### src/rtl/spi_rb_pkg.sv
// Shared encodings for the SPI-to-regbank bridge: commands, reply words,
// FSM states and sticky status flag positions.
package spi_rb_pkg;

    localparam logic [3:0] CMD_READ   = 4'h1;
    localparam logic [3:0] CMD_WRITE  = 4'h2;
    localparam logic [3:0] CMD_STATUS = 4'h3;

    localparam logic [15:0] K_ACK  = 16'h4F4B;
    localparam logic [15:0] K_NACK = 16'h4E4B;

    typedef enum logic [2:0] {
        ST_IDLE,
        ST_RD_WAIT,
        ST_RD_READY,
        ST_WRITE,
        ST_STATUS,
        ST_LOCKED
    } state_e;

    localparam int unsigned STS_BADCMD  = 0;
    localparam int unsigned STS_OVERRUN = 1;
    localparam int unsigned STS_TIMEOUT = 2;
    localparam int unsigned STS_WRAP    = 3;

endpackage

### src/rtl/rb_timeout_cnt.sv
// Read-response watchdog: counts cycles since the read pulse and flags
// expiry once P_TIMEOUT cycles have elapsed without being cleared.
module rb_timeout_cnt #(
    parameter int unsigned P_TIMEOUT = 15
) (
    input  logic i_clk,
    input  logic i_rst_n,
    input  logic i_start,
    input  logic i_clear,
    output logic o_expired
);

    localparam int unsigned CNT_W = $clog2(P_TIMEOUT + 1);

    logic [CNT_W-1:0] cnt_q;
    logic             run_q;

    // The pulse cycle itself counts as 0, so the next cycle already reads 1.
    always_ff @(posedge i_clk or negedge i_rst_n) begin
        if (!i_rst_n) begin
            cnt_q <= '0;
            run_q <= 1'b0;
        end else if (i_clear) begin
            cnt_q <= '0;
            run_q <= 1'b0;
        end else if (i_start) begin
            cnt_q <= CNT_W'(1);
            run_q <= 1'b1;
        end else if (run_q && (cnt_q != CNT_W'(P_TIMEOUT))) begin
            cnt_q <= cnt_q + 1'b1;
        end
    end

    assign o_expired = run_q && (cnt_q == CNT_W'(P_TIMEOUT));

endmodule

### src/rtl/spi_rb_bridge.sv
// Bridges received SPI words to a register bank: burst read/write by header
// command, a status readout, and sticky error flags; all outputs registered.
module spi_rb_bridge
    import spi_rb_pkg::*;
#(
    parameter int unsigned P_ADDR_W  = 8,
    parameter int unsigned P_DATA_W  = 16,
    parameter int unsigned P_TIMEOUT = 15
) (
    input  logic                  i_clk,
    input  logic                  i_rst_n,
    input  logic                  i_csn,
    input  logic                  i_spi_rx,
    input  logic [P_DATA_W-1:0]   i_spi_data,
    output logic [P_DATA_W-1:0]   o_spi_data,
    output logic                  o_spi_valid_tx,
    output logic [P_ADDR_W-1:0]   o_rb_addr,
    output logic                  o_rb_read,
    input  logic                  i_rb_rvalid,
    input  logic [P_DATA_W-1:0]   i_rb_rdata,
    output logic                  o_rb_write,
    output logic [P_DATA_W-1:0]   o_rb_wdata,
    output logic [P_DATA_W/8-1:0] o_rb_bmask,
    output logic [7:0]            o_status
);

    localparam int unsigned P_CMD_W = P_DATA_W - P_ADDR_W;

    state_e              state_q;
    logic [P_ADDR_W-1:0] rb_addr_q;
    logic                rb_read_q;
    logic                rb_write_q;
    logic [P_DATA_W-1:0] rb_wdata_q;
    logic [P_DATA_W-1:0] spi_data_q;
    logic                spi_vld_q;
    logic [7:0]          status_q;

    logic [P_CMD_W-1:0]  hdr_cmd;
    logic [P_ADDR_W-1:0] hdr_addr;
    logic [P_ADDR_W-1:0] addr_inc_d;
    logic                addr_wrap;
    logic                rd_clear;
    logic                rd_expired;

    assign {hdr_cmd, hdr_addr} = i_spi_data;
    assign addr_inc_d = rb_addr_q + 1'b1;
    assign addr_wrap  = &rb_addr_q;

    // Watchdog only runs while a read is outstanding and nothing ended it.
    assign rd_clear = i_csn | i_rb_rvalid | (state_q != ST_RD_WAIT);

    rb_timeout_cnt #(.P_TIMEOUT(P_TIMEOUT)) u_timeout (
        .i_clk     (i_clk),
        .i_rst_n   (i_rst_n),
        .i_start   (rb_read_q),
        .i_clear   (rd_clear),
        .o_expired (rd_expired)
    );

    always_ff @(posedge i_clk or negedge i_rst_n) begin
        if (!i_rst_n) begin
            state_q    <= ST_IDLE;
            rb_addr_q  <= '0;
            rb_read_q  <= 1'b0;
            rb_write_q <= 1'b0;
            rb_wdata_q <= '0;
            spi_data_q <= '0;
            spi_vld_q  <= 1'b0;
            status_q   <= '0;
        end else begin
            rb_read_q  <= 1'b0;
            rb_write_q <= 1'b0;
            spi_vld_q  <= 1'b0;
            if (i_csn) begin
                state_q <= ST_IDLE;
            end else begin
                case (state_q)
                    ST_IDLE: begin
                        if (i_spi_rx) begin
                            rb_addr_q <= hdr_addr;
                            if (hdr_cmd == P_CMD_W'(CMD_READ)) begin
                                rb_read_q <= 1'b1;
                                state_q   <= ST_RD_WAIT;
                            end else if (hdr_cmd == P_CMD_W'(CMD_WRITE)) begin
                                state_q <= ST_WRITE;
                            end else if (hdr_cmd == P_CMD_W'(CMD_STATUS)) begin
                                state_q <= ST_STATUS;
                            end else begin
                                status_q[STS_BADCMD] <= 1'b1;
                                state_q              <= ST_LOCKED;
                            end
                        end
                    end
                    ST_RD_WAIT: begin
                        if (i_spi_rx) status_q[STS_OVERRUN] <= 1'b1;
                        if (i_rb_rvalid) begin
                            spi_data_q <= i_rb_rdata;
                            spi_vld_q  <= 1'b1;
                            state_q    <= ST_RD_READY;
                        end else if (rd_expired) begin
                            spi_data_q            <= P_DATA_W'(K_NACK);
                            spi_vld_q             <= 1'b1;
                            status_q[STS_TIMEOUT] <= 1'b1;
                            state_q               <= ST_LOCKED;
                        end
                    end
                    ST_RD_READY: begin
                        if (i_spi_rx) begin
                            rb_addr_q <= addr_inc_d;
                            if (addr_wrap) status_q[STS_WRAP] <= 1'b1;
                            rb_read_q <= 1'b1;
                            state_q   <= ST_RD_WAIT;
                        end
                    end
                    ST_WRITE: begin
                        // ACK/increment of the previous write may coincide with
                        // the next word; that write then lands on the new address.
                        if (rb_write_q) begin
                            spi_data_q <= P_DATA_W'(K_ACK);
                            spi_vld_q  <= 1'b1;
                            rb_addr_q  <= addr_inc_d;
                            if (addr_wrap) status_q[STS_WRAP] <= 1'b1;
                        end
                        if (i_spi_rx) begin
                            rb_write_q <= 1'b1;
                            rb_wdata_q <= i_spi_data;
                        end
                    end
                    ST_STATUS: begin
                        spi_data_q <= P_DATA_W'(status_q);
                        spi_vld_q  <= 1'b1;
                        status_q   <= '0;
                        state_q    <= ST_LOCKED;
                    end
                    ST_LOCKED: ;
                    default: state_q <= ST_IDLE;
                endcase
            end
        end
    end

    assign o_rb_addr      = rb_addr_q;
    assign o_rb_read      = rb_read_q;
    assign o_rb_write     = rb_write_q;
    assign o_rb_wdata     = rb_wdata_q;
    assign o_rb_bmask     = '0;
    assign o_spi_data     = spi_data_q;
    assign o_spi_valid_tx = spi_vld_q;
    assign o_status       = status_q;

endmodule

### config.mk
export PLATFORM = sky130hd
export DESIGN_NAME = spi_rb_bridge
export DESIGN_NICKNAME = d
export VERILOG_FILES = /design/src/rtl/spi_rb_pkg.sv /design/src/rtl/rb_timeout_cnt.sv /design/src/rtl/spi_rb_bridge.sv
export SDC_FILE = /design/constraint.sdc
export NUM_CORES = 1
export LEC_CHECK = 0
export ABC_AREA = 1
export BUFFER_PORTS_ARGS = -buffer_cell sky130_fd_sc_hd__buf_2
export CORE_MARGIN = 2
export CORE_UTILIZATION = 25
export CTS_BUF_LIST = sky130_fd_sc_hd__clkbuf_4 sky130_fd_sc_hd__clkbuf_8
export CTS_CLUSTER_SIZE = 10
export DETAILED_ROUTE_END_ITERATION = 8
export PLACE_DENSITY = 0.49
export SETUP_SLACK_MARGIN = 0.02
export SYNTH_ARGS = -nofsm -noshare
export SYNTH_HDL_FRONTEND = slang
export SYNTH_SLANG_ARGS = --single-unit
### constraint.sdc
create_clock -name i_clk -period 1.8 [get_ports i_clk]
set_clock_uncertainty 0.05 [all_clocks]
set_input_delay 0.09 -clock i_clk [delete_from_list [all_inputs] [get_ports i_clk]]
set_output_delay 0.09 -clock i_clk [all_outputs]
set_load 0.01 [all_outputs]
Yosys cells after proc, flatten, opt, wreduce, memory -nomap -nowiden:

Cells that the tools add are included.

* reductions and logical operators: 20
* eq/ne operators: 25
* bitwise logic cells: 3
* mux-type cells: 47
* $add $sub $neg: 2

Operators by type and width (count)
* $mux W16: 3
* $pmux W16 S3: 1
* $mux W8: 3
* $pmux W8 S3: 1
* $mux W1: 23
* $mux W3: 7
* $ne A2 B2 Y1 const B: 9
* $eq A8 B2 Y1 const B: 2
* $reduce_and A4 Y1: 4
* $pmux W3 S5: 1
* $mux W4: 3
* $reduce_bool A3 Y1: 4
* $ne A3 B3 Y1 const B: 3
* $add A8 B1 Y8 const B: 1
* $eq A8 B1 Y1 const B: 1
* $ne A4 B4 Y1 const B: 2
* $reduce_and A8 Y1: 1
* $eq A3 B2 Y1 const B: 2
* $eq A3 B3 Y1 const B: 2
* $pmux W1 S3: 2
* $reduce_and A3 Y1: 2
* $reduce_and A6 Y1: 1
* $reduce_bool A2 Y1: 3
* $reduce_and A5 Y1: 1
* 12 further kinds: 15

* output and inout port bits: 53
* logic and storage cells: 110
* bits in registers: 55
* input port bits: 37

Longest topological paths before layout:

* word-level depth: 7
* depth in mapped cells: 11
* mapped depth without buffers: 9

Cells and area by module:

Synthesis repeated with hierarchy kept, for this count alone.

* cells, all modules: 382
* area total of the unflattened synthesis: 2927.8 µm²

By module, submodules not included
* spi_rb_bridge: area each 2651.3 µm², cells an instance 347, sequential area each 1251.2 µm², times used 1
* rb_timeout_cnt: area each 276.5 µm², cells an instance 35, sequential area each 125.1 µm², times used 1

Least setup slack after synthesis:

No wires, ideal clock.

* path type: reg2reg
* from: register state_q[2]
* to: register spi_data_q[0] (netlist: o_spi_data[0])
* stages on the path, launching flop included: 12
* arrival: 1401 ps
* slack: 233 ps
* clock period less this slack: 1567 ps
* setup time: 116 ps
* path through: dfrtp_1 buf_2 inv_1 nand3_4 nand2_2 inv_2 nand2_1 nand3_2 buf_6 buf_6 nand2_1 nand2_1

* cells in the longest elaborated chain, start to end: 3
* elaborated cells between the ends (all ways): 8
* classes of those cells: eq/ne (5); mux (1); reduce/logical (2)

Ends and longest elaborated chain
* start, declared: line spi_rb_bridge.sv:29 `state_e state_q;`
* start signal, assigned: line spi_rb_bridge.sv:62 `state_q <= ST_IDLE;`
* start signal, assigned: line spi_rb_bridge.sv:75 `state_q <= ST_IDLE;`
* start signal, assigned: line spi_rb_bridge.sv:83 `state_q <= ST_RD_WAIT;`
* $eq A3 B1 Y1, or another cell as far along: line spi_rb_bridge.sv:77 `case (state_q)`
* $ne A3 B3 Y1 (no line), or another cell as far along
* $reduce_and A4 Y1 (no line)
* end signal, assigned: line spi_rb_bridge.sv:97 `spi_data_q <= i_rb_rdata;`
* end signal, assigned: line spi_rb_bridge.sv:101 `spi_data_q <= P_DATA_W'(K_NACK);`
* end signal, assigned: line spi_rb_bridge.sv:119 `spi_data_q <= P_DATA_W'(K_ACK);`
* end, declared: line spi_rb_bridge.sv:34 `logic [P_DATA_W-1:0] spi_data_q;`

Several ways; a longest one is shown, not always the timed one.
A chain may end at the register's enable or synchronous reset.

Worst setup path after layout:

* from: register state_q[2]
* to: register rb_addr_q[6] (netlist: o_rb_addr[6])

* cells in the longest elaborated chain, start to end: 3
* elaborated cells between the ends (all ways): 9
* classes of those cells: eq/ne (5); mux (1); reduce/logical (3)

Ends and longest elaborated chain
* $eq A3 B2 Y1 / $logic_not A3 Y1 (equally long branches): line spi_rb_bridge.sv:77
* $ne A2 B2 Y1 (no line) / $reduce_bool A3 Y1 (equally long branches)
* $reduce_and A5 Y1 (no line)
* end signal, assigned: line spi_rb_bridge.sv:80 `rb_addr_q <= hdr_addr;`
* end signal, assigned: line spi_rb_bridge.sv:109 `rb_addr_q <= addr_inc_d;`
* end signal, assigned: line spi_rb_bridge.sv:121 `rb_addr_q <= addr_inc_d;`
* end, declared: line spi_rb_bridge.sv:30 `logic [P_ADDR_W-1:0] rb_addr_q;`

Several ways; a longest one is shown, not always the timed one.

==> out/qor.yml <==
rr_worst_depth: 9
grt_pass1_wl_um: 13210
drv_cap: 0
place.gp.congestion: 0.8591
r2r_end: "o_rb_addr[6]"
stdcell_count: 640
drv_slew: 0
grt_pass1_vias: 2723
globalRoute.totalOverflow: 0
io_pins: 90
cts_made_buffers: 5
power_mw: 4.774
hp-start: "i_rb_rdata[12]"
status: "completed"
yosys.area.top_type: "dfrtp_1"
grt_max_degree: 30
wirelength_um: 7866
die_area_um2: 12450
reg2reg_from: "state_q[2]"
dr.pass1.iters: 4
ys_warn_count: 0
cp_data_required_time_ns: 2.00
ir_drop_mv: 0.4548
synth_edf_count: 0
reg2reg_slack_ns: 0.19
drive_gt1_share_pct: 23.74
synthMostInstantiatedCell: "nand2_1"
viasPerCell: 4.273
hold_violations: 0
fmax_mhz: 619.7
insertion_delay_ns: 0.31
route.detailed.wl_per_inst_um: 12.29
die_w_um: 111.6
syn_inst: 391
placedCellCount: 614
drcViolationCount: 0
tightest_slew_ns: 0.5622
finalCriticalPeriod_ns: 1.614
clk_pin_slew_ns: 0.10
num_vias: 2735
hp-class: "primary input to flip-flop"
avgSynthCellArea_um2: 7.402
crit_path_max_fanout: 14
coreArea_um2: 11370
fp-row-count: 39
dpl_worst_slack_ns: 0.1901
tritoncts: "built"
cts-root-buf: "clkbuf_8"
clkSinkCount: 55
io_buffers: 83
drt_iter0_markers: 144
worstPathArrival_ns: 1.82
antenna_found_initial: 0
start_util_pct: 25.45
dp_hpwl_um: 6005
setup_viol: 0
syn_area_um2: 2894
critPathLaunchType: "flip-flop"
antenna_cells: 0
worst-setup-path-type: "flip-flop to flip-flop"
hold_end: "o_spi_data[12]"
yosysTopAreaCellShare_pct: 47.56
cp-end-kind: "flip-flop"
synth.area.top_cells: "dfrtp_1 48%, nand2_1 16%, nand3_1 6.4%"
rsz0062_at_grt: "false"
track_usage_pct: 12.92
max_slew_margin_pct: 62.52
synth_commonest_cells: "122 x nand2_1, 55 x dfrtp_1, 41 x inv_1"
cts-htree-levels: 2
ys_ff_latch: 55
num-nets-final: 536
cts_setup_buffers: 0
finalSetupTns_ns: 0
synth.distinct_cells: 29
ys.flop_type: "dfrtp_1"
holdWs_ns: 0.01623
postRouteAntennaNets: 0
yosysSeqAreaShare_pct: 47.56
min_path_cells: 3
fin_ws_ns: 0.1864
leakage_nw: 2.052
ys_async_sr_fraction_pct: 100.0
area_delta_synth_final_pct: 31.73
min_period_over_period_pct: 89.64
p_per_area_nw_per_um2: 1252
die_y_um: 111.6
clockBufferDepth: 2
## cell families (layout without fill, tap and decap cells)
logic type	count (synthesis)	count (layout)	synth area share, %
fa+ha+maj	2	2	0.8645
xor+xnor	2	2	0.6054
simple gates	214	214	31.56
other cells	1	6	0.1296
flops	55	55	47.56
compound gates	52	52	9.253
buf+inv	65	166	10.03
## cell type report
type / count / area (µm²)
timing repair buffer: 111 / 723.2
sequential: 55 / 1378
tap: 143 / 178.9
fill: 1249 / 7557
inverter: 48 / 180.2
multi-input combinational: 276 / 1246
clock buffer: 5 / 68.82
clock inverter: 2 / 37.54
## how the worst max path moves through the flow
| stage | start | to | slack (ns) | cells past startpoint |
|---|---|---|---|---|
| floorplan | state_q[2] | o_spi_data[0] | 0.23 | 11 |
| global placement | state_q[2] | o_rb_addr[6] | 0.23 | 9 |
| detailed placement | state_q[1] | o_spi_data[6] | 0.19 | 9 |
| CTS | state_q[1] | o_spi_data[6] | 0.17 | 8 |
| global route | state_q[2] | o_spi_data[12] | 0.05 | 8 |
| finish | state_q[2] | o_rb_addr[6] | 0.19 | 9 |
## stage by stage
stage / util (%) / area, µm²
3_3_place_gp: 30.91 / 3515
3_5_place_dp: 30.91 / 3515
4_1_cts: 33.52 / 3811
6_report: 33.53 / 3812
5_1_grt: 33.53 / 3812
2_1_floorplan: - / 2913
## worst max-delay path: stages (launching register included)
cell	delay (ns)
dfrtp_1	0.41
buf_4	0.17
nor2_1	0.18
nand2_1	0.16
nand2_1	0.14
buf_12	0.14
inv_1	0.06
nand2_1	0.10
nand3_1	0.09
nand2_1	0.07
## layout by cell type (no fill, tap or decap), drive strengths merged, types with 2 or more instances in the layout
master       count
dlygate4sd3     19
nand2          125
inv             48
conb             6
ha               2
nor3             2
buf             92
a21oi            6
o21ai           43
nand3           41
nor2            42
clkbuf           5
dfrtp           55
nand4            2
## registers in the layout (all words and copies together) (netlist names)
register,flops
o_status,4
u_timeout.cnt_q,4
o_rb_addr,8
o_rb_wdata,16
u_timeout.run_q,1
state_q,3
o_spi_data,16
o_spi_valid_tx,1
o_rb_read,1
o_rb_write,1
## per-layer routing
layer | GRT usage [%] | routed length (µm)
met5 | 0 | 0
met1 | 17.43 | 3832
met4 | 4.444 | 122
met3 | 2.559 | 358
met2 | 20.81 | 3552
## report_power, final
part | internal, mW | switching, mW
Sequential | 1.64 | 0.333
Combinational | 0.796 | 1.18
Clock | 0.407 | 0.411
Total | 2.84 | 1.93
## what timing repair did
item                                    CTS  global route
endpoints found under the setup margin    0             1
resized for setup                         0             1
endpoints found under the hold margin    37             0
hold buffers                             19             0
Power figures use the tool's default switching activity.
